### src/rtl/spatial_mult_pkg.sv
// Shared helpers for the spatial multiplier operand path: clog2, the B-operand
// digit permutation used by both the forward mux and its inverse, and the
// serializer state encoding.
package spatial_mult_pkg;

  typedef enum logic {
    ST_IDLE = 1'b0,
    ST_SEND = 1'b1
  } b_unmux_state_e;

  // Ceiling log2; returns 0 for values <= 1.
  function automatic int clog2(input int value);
    int res;
    res = 0;
    for (int i = 0; i < 31; i++) begin
      if ((1 << i) < value) res = i + 1;
    end
    return res;
  endfunction

  // Permuted digit position of natural digit nat_idx (= c + r*N).
  // The recursive quadrant split (q = {row_half, col_half}, each quadrant
  // permuted again) flattens to an interleave of row/column bits with the row
  // bit more significant at every level. The top transposing mux swaps (r,c)
  // before the split.
  function automatic int b_mux_index(input int p, input int l, input bit transpose,
                                     input int nat_idx);
    int n, r, c, t, sz, h, idx;
    n = p / l;
    r = nat_idx / n;
    c = nat_idx % n;
    if (transpose) begin
      t = r;
      r = c;
      c = t;
    end
    idx = 0;
    sz  = n;
    for (int k = 0; k < 16; k++) begin
      if (sz > 1) begin
        h   = sz / 2;
        idx = idx + (((r >= h) ? 2 : 0) + ((c >= h) ? 1 : 0)) * h * h;
        r   = r % h;
        c   = c % h;
        sz  = h;
      end
    end
    return idx;
  endfunction

endpackage

### src/rtl/b_unmux_perm.sv
// Combinational inverse of the B-operand quadrant mux: pure wiring that
// places every permuted digit back at its natural row-major position.
module b_unmux_perm
  import spatial_mult_pkg::*;
#(
  parameter int PRECISION   = 8,
  parameter int L_PRECISION = 2,
  parameter int TRANSPOSE   = 1,
  localparam int N          = PRECISION / L_PRECISION,
  localparam int DATA_WIDTH = N * PRECISION
) (
  input  logic [DATA_WIDTH-1:0] perm_data_i,
  output logic [DATA_WIDTH-1:0] nat_data_o
);

  // Natural digit gi is read from wherever the forward mux sent it.
  for (genvar gi = 0; gi < N * N; gi++) begin : g_digit
    localparam int SRC = b_mux_index(PRECISION, L_PRECISION, bit'(TRANSPOSE != 0), gi);
    assign nat_data_o[gi*L_PRECISION +: L_PRECISION] = perm_data_i[SRC*L_PRECISION +: L_PRECISION];
  end

endmodule

### src/rtl/b_unmux_serializer.sv
// Readback serializer for permuted B operands: accepts one quadrant-permuted
// vector, un-permutes it into a buffer and streams it out one natural-order
// row per beat, accepting the next vector on the final row without a bubble.
// Optional feature macro: B_UNMUX_ROW_LAST_EN adds the out_last output.
module b_unmux_serializer
  import spatial_mult_pkg::*;
#(
  parameter int PRECISION   = 8,
  parameter int L_PRECISION = 2,
  parameter int TRANSPOSE   = 1,
  localparam int N          = PRECISION / L_PRECISION,
  localparam int DATA_WIDTH = N * PRECISION,
  localparam int ROW_W      = (clog2(N) < 1) ? 1 : clog2(N)
) (
  input  logic                  clk,
  input  logic                  reset,
  input  logic                  in_valid,
  output logic                  in_ready,
  input  logic [DATA_WIDTH-1:0] in_data,
  output logic                  out_valid,
  input  logic                  out_ready,
  output logic [PRECISION-1:0]  out_data,
`ifdef B_UNMUX_ROW_LAST_EN
  output logic [ROW_W-1:0]      out_row,
  output logic                  out_last
`else
  output logic [ROW_W-1:0]      out_row
`endif
);

  b_unmux_state_e        state_q, state_d;
  logic [DATA_WIDTH-1:0] nat_data;
  logic [DATA_WIDTH-1:0] buf_q, buf_d;
  logic [ROW_W-1:0]      row_q, row_d;
  logic                  last_row;
  logic [PRECISION-1:0]  row_data [N];

  b_unmux_perm #(
    .PRECISION  (PRECISION),
    .L_PRECISION(L_PRECISION),
    .TRANSPOSE  (TRANSPOSE)
  ) u_perm (
    .perm_data_i(in_data),
    .nat_data_o (nat_data)
  );

  assign last_row = (row_q == ROW_W'(N - 1));

  // Split the buffered operand into rows; row r holds natural digits (r,*).
  for (genvar gi = 0; gi < N; gi++) begin : g_row
    assign row_data[gi] = buf_q[gi*PRECISION +: PRECISION];
  end

  assign out_data = row_data[row_q];
  assign out_row  = row_q;
`ifdef B_UNMUX_ROW_LAST_EN
  assign out_last = out_valid && last_row;
`endif

  // State, buffer and row counter; reset discards any vector in flight.
  always_ff @(posedge clk or posedge reset) begin
    if (reset) begin
      state_q <= ST_IDLE;
      buf_q   <= '0;
      row_q   <= '0;
    end else begin
      state_q <= state_d;
      buf_q   <= buf_d;
      row_q   <= row_d;
    end
  end

  // Next state and handshakes; on the final row's handshake a waiting vector
  // is taken directly so consecutive vectors stream with no idle cycle.
  always_comb begin
    state_d   = state_q;
    buf_d     = buf_q;
    row_d     = row_q;
    in_ready  = 1'b0;
    out_valid = 1'b0;
    unique case (state_q)
      ST_IDLE: begin
        in_ready = 1'b1;
        if (in_valid) begin
          buf_d   = nat_data;
          row_d   = '0;
          state_d = ST_SEND;
        end
      end
      ST_SEND: begin
        out_valid = 1'b1;
        in_ready  = last_row && out_ready;
        if (out_ready) begin
          if (!last_row) begin
            row_d = row_q + ROW_W'(1);
          end else if (in_valid) begin
            buf_d = nat_data;
            row_d = '0;
          end else begin
            row_d   = '0;
            state_d = ST_IDLE;
          end
        end
      end
      default: state_d = ST_IDLE;
    endcase
  end

endmodule

### config.mk
export PLATFORM = sky130hd
export DESIGN_NAME = b_unmux_serializer
export DESIGN_NICKNAME = d
export VERILOG_FILES = /design/src/rtl/spatial_mult_pkg.sv /design/src/rtl/b_unmux_perm.sv /design/src/rtl/b_unmux_serializer.sv
export SDC_FILE = /design/constraint.sdc
export NUM_CORES = 1
export LEC_CHECK = 0
export BUFFER_PORTS_ARGS = -buffer_cell sky130_fd_sc_hd__buf_2
export CAP_MARGIN = 15
export CORE_AREA = 2 2 68 70
export CTS_CLUSTER_SIZE = 8
export DETAILED_ROUTE_END_ITERATION = 6
export DIE_AREA = 0 0 70 72
export PLACE_DENSITY_LB_ADDON = 0.2
export SYNTH_ARGS = -nofsm -noshare
export SYNTH_HDL_FRONTEND = slang
export SYNTH_SLANG_ARGS = --single-unit
### constraint.sdc
create_clock -name clk -period 1.35 [get_ports clk]
set_input_delay 0.27 -clock clk [delete_from_list [all_inputs] [get_ports clk]]
set_output_delay 0.27 -clock clk [all_outputs]
set_load 0.05 [all_outputs]
==> flow_metrics.env, run 1 <==
export IMPL_status="finished, violations left"
export IMPL_violations="setup timing"
export IMPL_diodes=0
export IMPL_min_path_type="in2async"
export IMPL_cts_sinks=35
export IMPL_place_port_buffers=47
export IMPL_ios=48
export IMPL_reg2reg_depth=5
export IMPL_synth_cells=166
export IMPL_clock_latency_ns=0.30
export IMPL_synth_commonest_cells="dfrtp_1, inv_1, nand2_1"
export IMPL_die_w_um=70
export IMPL_setup_violations=43
export IMPL_drc=0
export IMPL_relSlewSlack_pct=69.3
export IMPL_nFillCells=332
export IMPL_synth_seq_area_share_pct=43.7
export IMPL_ys_ff_latch=35
export IMPL_gp_congestion=0.718
export IMPL_cp_max_fo=5
export IMPL_powerDensity_mw_per_mm2=2660
export IMPL_cts_tree="built"
export IMPL_postPlaceCellArea_sq_mm=0.00233
export IMPL_hold_viol_final=0
export IMPL_final_nets=263
export IMPL_dieHeight_um=72
export IMPL_grtUsageTotal_pct=20.2
export IMPL_final_area_sq_mm=0.00270
export IMPL_clk_pin_slew_worst_paths_ns=0.08
export IMPL_wire_per_inst_um=16.8
export IMPL_first_iter_violations=100
export IMPL_synthTopCellsByArea="dfrtp_1, o32ai_2, mux4_2"
export IMPL_synth_ff_type="dfrtp_1"
export IMPL_post_synth_top_count_cell="dfrtp_1"
export IMPL_power_leakage_uw=0.00128
export IMPL_slew_viol_final=0
export IMPL_stdcell_count=279
export IMPL_post_place_cells=263
export IMPL_drtPass1Iterations=4
export IMPL_fin_ws_ns=-0.490
export IMPL_viasPerCell=5.23
export IMPL_syn_nets=203
export IMPL_synth_top_area_share_pct=43.7
export IMPL_grt_pass1_wl_mm=7.80
export IMPL_num_vias=1459
export IMPL_ant_nets=0
export IMPL_rsz0062_at_grt="yes"
export IMPL_routed_wirelength_mm=4.69
export IMPL_grt_overflow=0
export IMPL_syn_cell_area_sq_mm=0.00201
export IMPL_arrival_ns=1.57
export IMPL_antenna_found_initial=0
export IMPL_cp_start_kind="register"
export IMPL_synth_edff_count=0
export IMPL_core_sq_mm=0.00426
export IMPL_cts_max_level=2
export IMPL_clock_skew_ns=0.00609
export IMPL_power_total_uw=7190
export IMPL_min_period_ns=1.84
export IMPL_cts_root_buf="clkbuf_8"
export IMPL_synthDistinctLibCells=18
export IMPL_finalCritPeriodShare_pct=136
export IMPL_yosys_warnings=0
export IMPL_fin_hold_ws_ns=0.0664
export IMPL_clockBufferDepth=2
export IMPL_syn_area_per_cell_sq_um=12.1
export IMPL_worstSetupPathType="reg2out"
export IMPL_start_util_pct=47.0
export IMPL_async_flop_share_pct=100
export IMPL_yosysTopAreaCell="dfrtp_1"
export IMPL_rows=24
export IMPL_areaGrowthSynthToFinish_pct=34.6
export IMPL_drv_cap=0
export IMPL_ir_drop_v=0.00100
export IMPL_endpoint_kind="output port"
export IMPL_dpl_hpwl_mm=3.20
export IMPL_grt_pass1_vias=1558
export IMPL_cts_made_buffers=5
export IMPL_cp_required_ns=1.08
export IMPL_dieArea_sq_mm=0.00504
export IMPL_place_ws_ns=-0.291
export IMPL_clock_fmax_mhz=544
export IMPL_tightest_slew_ns=0.460
export IMPL_drive_gt1_share_pct=54.2
export IMPL_grt_max_degree=36
[registers in the layout, indices dropped and copies added (netlist names)]
signal / flops
buf_q: 32
state_q: 1
out_row: 2
[layout make-up]
| class | instances | area, sq um | area share [%] |
|---|---|---|---|
| multi-input cells | 81 | 927 | 34.3 |
| flip-flops and latches | 35 | 882 | 32.7 |
| repair buffers | 69 | 586 | 21.7 |
| inverters | 34 | 128 | 4.73 |
| clock buffers | 5 | 68.8 | 2.55 |
| well taps | 52 | 65.1 | 2.41 |
| clock inverters | 3 | 43.8 | 1.62 |
[final timing paths]
path	slack (ns)	start	to
worst min-delay path	0.07	reset	buf_q[7]$_DFFE_PP0P_
worst max-delay path	-0.49	out_row[0]$_DFFE_PP0P_	out_data[2]
max in group asynchronous	0.92	reset	out_row[0]$_DFFE_PP0P_
worst max register to register	-0.20	out_row[0]$_DFFE_PP0P_	buf_q[24]$_DFFE_PP0P_
worst min register to register	0.54	buf_q[26]$_DFFE_PP0P_	buf_q[26]$_DFFE_PP0P_
min in group clk	0.23	in_data[26]	buf_q[28]$_DFFE_PP0P_
[layout by cell type, fill, tap and decap left out]
cell type and instances:
a21boi_4 1, a32o_1 2, and2b_1 1, and3_4 1, buf_12 4, buf_2 36, buf_4 9, buf_6 14
buf_8 5, bufinv_16 1, clkbuf_16 1, clkbuf_8 5, clkinv_2 1, clkinv_4 1, dfrtp_1 32, dfrtp_2 2
dfrtp_4 1, ha_4 1, inv_1 33, inv_2 1, mux2i_1 1, mux4_2 8, nand2_1 32, nor2_1 1
o32ai_1 1, o32ai_2 30, o32ai_4 1, or2_1 1
[metal layers]
| layer | global-route usage (%) | share of wire (%) | vias up |
|---|---|---|---|
| li1 | - | - | 707 |
| met1 | 26.2 | 44 | 707 |
| met2 | 32.2 | 49 | 38 |
| met3 | 6.67 | 5.4 | 7 |
| met4 | 6.84 | 1.3 | 0 |
| met5 | 0 | 0 | - |
[critical path, cell delays in order (launching register included)]
cell	delay (ns)
dfrtp_4	0.45
buf_8	0.14
mux4_2	0.51
buf_6	0.17
[report_power, final]
part           internal, uW  total, uW  switching [uW]
Clock                   550        951             401
Sequential             1570       1880             312
Combinational          2210       4350            2150
[metrics by stage]
stage	setup TNS (ns)	utilization (%)
after floorplan	-8.12	-
after global placement	-9.00	54.7
after detailed placement	-10.55	54.7
after CTS	-10.09	60.4
after global routing	-12.21	63.3
final	-9.87	63.3
[repair_timing]
| item | CTS | global route |
|---|---|---|
| setup endpoints to repair | 44 | 43 |
| hold buffers | 0 | 0 |
| resized for setup | 30 | 17 |
| pin swaps | 1 | 1 |
| cloned | 0 | 1 |
| buffers inserted | 4 | 4 |
| endpoints found under the hold margin | 0 | 0 |
[kinds of logic (layout without fill, tap and decap cells)]
group	count (synthesis)	in the layout	synth area share, %
DFF	35	35	43.7
muxes	9	9	9.48
adders and majority gates	1	1	0.624
and+or+nand+nor	36	36	7.42
AOI/OAI and AO/OA	35	35	27.1
buffers and inverters	50	111	11.7
(Power assumes the default switching activity.)
==> inputs of run 2 (changes only) <==
--- a/config.mk
+++ b/config.mk
@@ -5,12 +5,12 @@
 export SDC_FILE = /design/constraint.sdc
 export NUM_CORES = 1
 export LEC_CHECK = 0
-export BUFFER_PORTS_ARGS = -buffer_cell sky130_fd_sc_hd__buf_2
 export CAP_MARGIN = 15
-export CORE_AREA = 2 2 68 70
+export CORE_AREA = 2 2 77 79
 export CTS_CLUSTER_SIZE = 8
 export DETAILED_ROUTE_END_ITERATION = 6
-export DIE_AREA = 0 0 70 72
+export DIE_AREA = 0 0 79 81
+export DONT_BUFFER_PORTS = 1
 export PLACE_DENSITY_LB_ADDON = 0.2
 export SYNTH_ARGS = -nofsm -noshare
 export SYNTH_HDL_FRONTEND = slang
==> run 2 against run 1 <==
Compared with the run above: global-route usage decreased by 4.5 points; worst setup slack improved by 0.037 ns; the flow still finishes with violations (setup timing); clock skew about the same.
==> flow_metrics.env, run 2 (same netlist as run 1, synthesis figures left out) <==
export IMPL_top_register="buf_q"
export IMPL_finalCritPeriodShare_pct=134
export IMPL_place_ws_ns=-0.191
export IMPL_critPathSlowestCell="mux4_2"
export IMPL_core_sq_mm=0.00568
export IMPL_first_iter_violations=76
export IMPL_status="finished, violations left"
export IMPL_num_vias=1337
export IMPL_min_from="in_valid"
export IMPL_clk_pin_slew_worst_paths_ns=0.07
export IMPL_power_frac_seq_pct=28.1
export IMPL_cp_max_fo=3
export IMPL_routed_wirelength_mm=4.75
export IMPL_grt_overflow=0
export IMPL_clockBufferDepth=2
export IMPL_critPathLaunch="out_row[0]$_DFFE_PP0P_"
export IMPL_rows=28
export IMPL_fin_hold_ws_ns=0.0970
export IMPL_min_path_type="in2reg"
export IMPL_diodes=0
export IMPL_relSlewSlack_pct=69.1
export IMPL_internal_power_uw=3890
export IMPL_rsz0062_at_grt="yes"
export IMPL_grt_pass1_vias=1382
export IMPL_p_sw_uw=2740
export IMPL_viasPerCell=5.18
export IMPL_drive_gt1_share_pct=43.2
export IMPL_cts_tree="built"
export IMPL_layout_commonest_cell="inv_1"
export IMPL_clockPowerShare_pct=12.9
export IMPL_cp_cell_sequence="buf_4 -> mux4_2"
export IMPL_swShare_pct=41.4
export IMPL_dieHeight_um=81
export IMPL_fin_ws_ns=-0.453
export IMPL_dpl_hpwl_mm=3.06
export IMPL_r2r_end="buf_q[15]$_DFFE_PP0P_"
export IMPL_endpoint_kind="output port"
export IMPL_powerDensity_mw_per_mm2=2660
export IMPL_reg2reg_depth=7
export IMPL_clock_skew_ns=0.00654
export IMPL_endpoint="out_data[3]"
export IMPL_clock_fmax_mhz=555
export IMPL_cp_required_ns=1.08
export IMPL_final_nets=219
export IMPL_ios=48
export IMPL_grtUsageTotal_pct=15.7
export IMPL_drc=0
export IMPL_combPwrFrac_pct=59.0
export IMPL_cp_depth=2
export IMPL_layout_cells_most_common_list="inv_1, nand2_1, o32ai_2, dfrtp_1"
export IMPL_die_w_um=79
export IMPL_ir_drop_v=0.000809
export IMPL_wire_per_inst_um=18.4
export IMPL_critical_path_buf_inv_count=1
export IMPL_setup_violations=43
export IMPL_antenna_found_initial=0
export IMPL_drv_cap=0
export IMPL_place_port_buffers=0
export IMPL_reg2reg_from="out_row[0]$_DFFE_PP0P_"
export IMPL_min_period_ns=1.80
export IMPL_arrival_ns=1.53
export IMPL_clock_latency_ns=0.29
export IMPL_violations="setup timing"
export IMPL_cts_max_level=2
export IMPL_largest_register_ffs=32
export IMPL_gp_congestion=0.717
export IMPL_regToRegSetupSlack_ns=-0.18
export IMPL_cp_slowest_stage_delay_ns=0.67
export IMPL_start_util_pct=35.3
export IMPL_hold_viol_final=0
export IMPL_dieArea_sq_mm=0.00640
export IMPL_cts_sinks=35
export IMPL_worstSetupPathType="reg2out"
export IMPL_cp_start_kind="register"
export IMPL_cts_made_buffers=5
export IMPL_grt_pass1_wl_mm=7.57
export IMPL_power_leakage_uw=0.00111
export IMPL_ant_nets=0
export IMPL_grt_max_degree=38
export IMPL_areaGrowthSynthToFinish_pct=24.3
export IMPL_cts_root_buf="clkbuf_8"
export IMPL_tightest_slew_ns=0.463
export IMPL_slew_viol_final=0
export IMPL_power_total_uw=6640
export IMPL_crit_family="multiplexers"
export IMPL_drtPass1Iterations=4
==> run 2: changes by cell type in the layout (fill, tap and decap cells not counted), moves of 2 or more <==
cell,previous run,this run
buf_12,4,8
buf_16,0,2
buf_2,36,0
buf_4,9,6
buf_6,14,5
buf_8,5,2
clkbuf_8,5,7
o32ai_2,30,32
==> run 2: layout make-up <==
class / instances / area, sq um
fillers: 541 / 3180
well taps: 75 / 93.8
clock buffers: 8 / 100
inverters: 34 / 128
flip-flops and latches: 35 / 880
multi-input cells: 82 / 936
repair buffers: 24 / 357
==> run 2: per-stage QoR <==
stage	TNS [ns]	cell area [sq um]	utilization (%)	cells
floorplan	-8.12	2030	-	166
global placement	-4.69	2140	37.7	239
detailed placement	-6.79	2140	37.7	239
CTS	-8.83	2460	43.3	257
global route	-10.26	2490	43.9	258
finish	-8.85	2490	43.9	258
==> run 2: timing repair <==
item,in CTS,in global routing
resized for setup,17,6
pin swaps,2,1
hold buffers,1,0
setup buffers,7,2
gates cloned,3,0
endpoints found under the hold margin,35,0
setup endpoints to repair,44,43
==> run 2: layer usage <==
| layer | global-route usage [%] | vias to the layer above | wire, um |
|---|---|---|---|
| li1 | - | 621 | - |
| met1 | 19.9 | 679 | 2030 |
| met2 | 26.4 | 32 | 2440 |
| met3 | 4.44 | 5 | 237 |
| met4 | 4.14 | 0 | 45 |
| met5 | 0 | - | 0 |
==> run 2: how the worst min path moves through the flow <==
stage,end,slack (ns),depth (start not counted)
2_1_floorplan,buf_q[0]$_DFFE_PP0P_,0.42,1
3_3_place_gp,buf_q[31]$_DFFE_PP0P_,0.28,2
3_5_place_dp,buf_q[31]$_DFFE_PP0P_,0.30,2
4_1_cts,state_q$_DFF_PP0_,0.08,1
5_1_grt,state_q$_DFF_PP0_,0.1,1
6_report,state_q$_DFF_PP0_,0.1,1
==> run 2: power groups by stage <==
| stage | Sequential [uW] | Combinational [uW] | Clock [uW] |
|---|---|---|---|
| floorplan | 1890 | 2820 | 0 |
| global placement | 1830 | 3280 | 0 |
| detailed placement | 1880 | 3350 | 0 |
| CTS | 1860 | 3870 | 864 |
| global route | 1920 | 4120 | 923 |
| finish | 1860 | 3920 | 854 |
==> inputs of run 3 (changes only) <==
--- a/config.mk
+++ b/config.mk
@@ -12,6 +12,7 @@
 export DIE_AREA = 0 0 79 81
 export DONT_BUFFER_PORTS = 1
 export PLACE_DENSITY_LB_ADDON = 0.2
+export RECOVER_POWER = 50
 export SYNTH_ARGS = -nofsm -noshare
 export SYNTH_HDL_FRONTEND = slang
 export SYNTH_SLANG_ARGS = --single-unit
==> constraint.sdc (replaced) <==
create_clock -name clk -period 1.7 [get_ports clk]
set_input_delay 0.34 -clock clk [delete_from_list [all_inputs] [get_ports clk]]
set_output_delay 0.34 -clock clk [all_outputs]
set_load 0.05 [all_outputs]
==> run 3 against run 2 <==
Compared with the run above: the run still ends with setup timing left; critical path depth stayed put; sequential cell count stayed put; non-clock buffer count is 7 lower; die area stayed put; largest cell class unchanged.
==> flow_metrics.env, run 3 (same netlist as run 1, synthesis figures left out) <==
export IMPL_worstHoldEndpoint="state_q$_DFF_PP0_"
export IMPL_grt_max_degree=37
export IMPL_slew_viol_final=0
export IMPL_grtUsageTotal_pct=15.0
export IMPL_grt_pass1_vias=1395
export IMPL_fin_ws_ns=-0.150
export IMPL_cts_max_level=2
export IMPL_ir_drop_v=0.000720
export IMPL_reg2reg_from="out_row[0]$_DFFE_PP0P_"
export IMPL_wire_per_inst_um=17.8
export IMPL_cts_sinks=35
export IMPL_cp_max_fo=4
export IMPL_clock_skew_ns=0.00652
export IMPL_status="finished, violations left"
export IMPL_cts_hold_buffers=0
export IMPL_worstSetupPathType="reg2out"
export IMPL_dieHeight_um=81
export IMPL_clockBufferDepth=2
export IMPL_num_vias=1284
export IMPL_drtPass1Iterations=4
export IMPL_min_from="in_valid"
export IMPL_min_path_cells=1
export IMPL_critPathSlowestCell="mux4_2"
export IMPL_reg2reg_depth=6
export IMPL_core_sq_mm=0.00568
export IMPL_final_nets=211
export IMPL_largest_register_ffs=32
export IMPL_violations="setup timing"
export IMPL_cp_required_ns=1.36
export IMPL_min_period_ns=1.85
export IMPL_layout_cells_most_common_list="inv_1, nand2_1, dfrtp_1, o32ai_2"
export IMPL_die_w_um=79
export IMPL_cts_made_buffers=5
export IMPL_cp_cell_sequence="buf_6 -> mux4_2"
export IMPL_power_leakage_uw=0.00100
export IMPL_gp_congestion=0.757
export IMPL_grt_pass1_wl_mm=7.23
export IMPL_antenna_found_initial=0
export IMPL_areaGrowthSynthToFinish_pct=12.7
export IMPL_first_iter_violations=122
export IMPL_grt_overflow=0
export IMPL_ios=48
export IMPL_setup_violations=9
export IMPL_rows=28
export IMPL_dieArea_sq_mm=0.00640
export IMPL_start_util_pct=35.3
export IMPL_viasPerCell=5.14
export IMPL_cp_start_kind="register"
export IMPL_cp_slowest_stage_delay_ns=0.66
export IMPL_drc=0
export IMPL_routed_wirelength_mm=4.46
export IMPL_clock_fmax_mhz=541
export IMPL_power_total_uw=4760
export IMPL_place_port_buffers=0
export IMPL_finalCritPeriodShare_pct=109
export IMPL_nFillCells=568
export IMPL_r2r_end="buf_q[26]$_DFFE_PP0P_"
export IMPL_relSlewSlack_pct=40.5
export IMPL_diodes=0
export IMPL_cts_root_buf="clkbuf_8"
export IMPL_min_path_type="in2reg"
export IMPL_rsz0062_at_grt="yes"
export IMPL_dpl_hpwl_mm=3.07
export IMPL_drive_gt1_share_pct=39.4
export IMPL_cts_tree="built"
export IMPL_regToRegSetupSlack_ns=0.13
export IMPL_clock_latency_ns=0.28
export IMPL_hold_viol_final=0
export IMPL_clk_pin_slew_worst_paths_ns=0.07
export IMPL_top_register="buf_q"
export IMPL_ant_nets=0
export IMPL_layout_commonest_cell="inv_1"
export IMPL_tightest_slew_ns=0.893
export IMPL_arrival_ns=1.51
export IMPL_endpoint_kind="output port"
export IMPL_drv_cap=0
export IMPL_powerDensity_mw_per_mm2=2110
export IMPL_fin_tns_setup_ns=-1.26
==> run 3: cell count changes in the layout (fill, tap and decap cells not counted), moves of 2 or more <==
cell,delta
buf_12,-6
buf_16,-2
buf_4,+2
clkbuf_8,-2
o32ai_1,+2
o32ai_2,-2
==> run 3: worst max-delay path by stage <==
stage / slack (ns) / cells after the start / endpoint / start
after CTS: -0.16 / 2 / out_data[2] / out_row[0]$_DFFE_PP0P_
after global routing: -0.19 / 2 / out_data[4] / out_row[0]$_DFFE_PP0P_
after floorplan: -0.02 / 2 / out_data[0] / out_row[0]$_DFFE_PP0P_
final: -0.15 / 2 / out_data[2] / out_row[0]$_DFFE_PP0P_
after detailed placement: 0.02 / 1 / out_data[4] / out_row[0]$_DFFE_PP0P_
after global placement: 0.04 / 1 / out_data[2] / out_row[0]$_DFFE_PP0P_
==> run 3: timing repair <==
| action | CTS | global route |
|---|---|---|
| gates resized for setup | 7 | 2 |
| pin swaps | 1 | 1 |
| setup buffers | 5 | 0 |
| setup endpoints to repair | 9 | 36 |
==> run 3: through the flow <==
step / hold slack [ns] / setup slack [ns] / std cells / area [sq um] / utilization [%]
floorplan: 0.494 / -0.0156 / 166 / 2020 / -
global placement: 0.357 / 0.0398 / 237 / 2110 / 37.2
detailed placement: 0.368 / 0.0240 / 237 / 2110 / 37.2
CTS: 0.0638 / -0.158 / 250 / 2260 / 39.7
global route: 0.153 / -0.189 / 250 / 2260 / 39.8
finish: 0.174 / -0.150 / 250 / 2260 / 39.8
==> run 3: layer usage <==
layer  part of all wire [%]  vias up  global-route usage [%]
met5                      0        -                       0
met4                    1.1        0                    6.21
met3                    2.8        4                    2.78
met2                     49       31                    23.5
met1                     47      651                    20.7
li1                       -      598                       -
==> run 3: critical path: cells and delay by family, from the launching register on <==
kind     cells  cell delay [ns]
buf+inv      1             0.13
flops        1             0.44
mux          1             0.66
==> run 3: power by group <==
| group | total [uW] | leakage, uW | switching (uW) | internal, uW |
|---|---|---|---|---|
| registers | 1510 | 0.000422 | 262 | 1250 |
| clock network | 575 | 0.0000422 | 288 | 287 |
| logic | 2680 | 0.000538 | 1510 | 1170 |
| total | 4760 | 0.00100 | 2060 | 2700 |
==> run 3: layout make-up <==
| cell class | count | area [sq um] | area share [%] |
|---|---|---|---|
| timing repair buffer | 17 | 176 | 7.80 |
| inverter | 34 | 128 | 5.64 |
| multi-input combinational | 81 | 900 | 39.8 |
| clock buffer | 7 | 76.3 | 3.38 |
| tap | 75 | 93.8 | 4.15 |
| sequential | 35 | 882 | 39.0 |
| clock inverter | 1 | 5.00 | 0.221 |
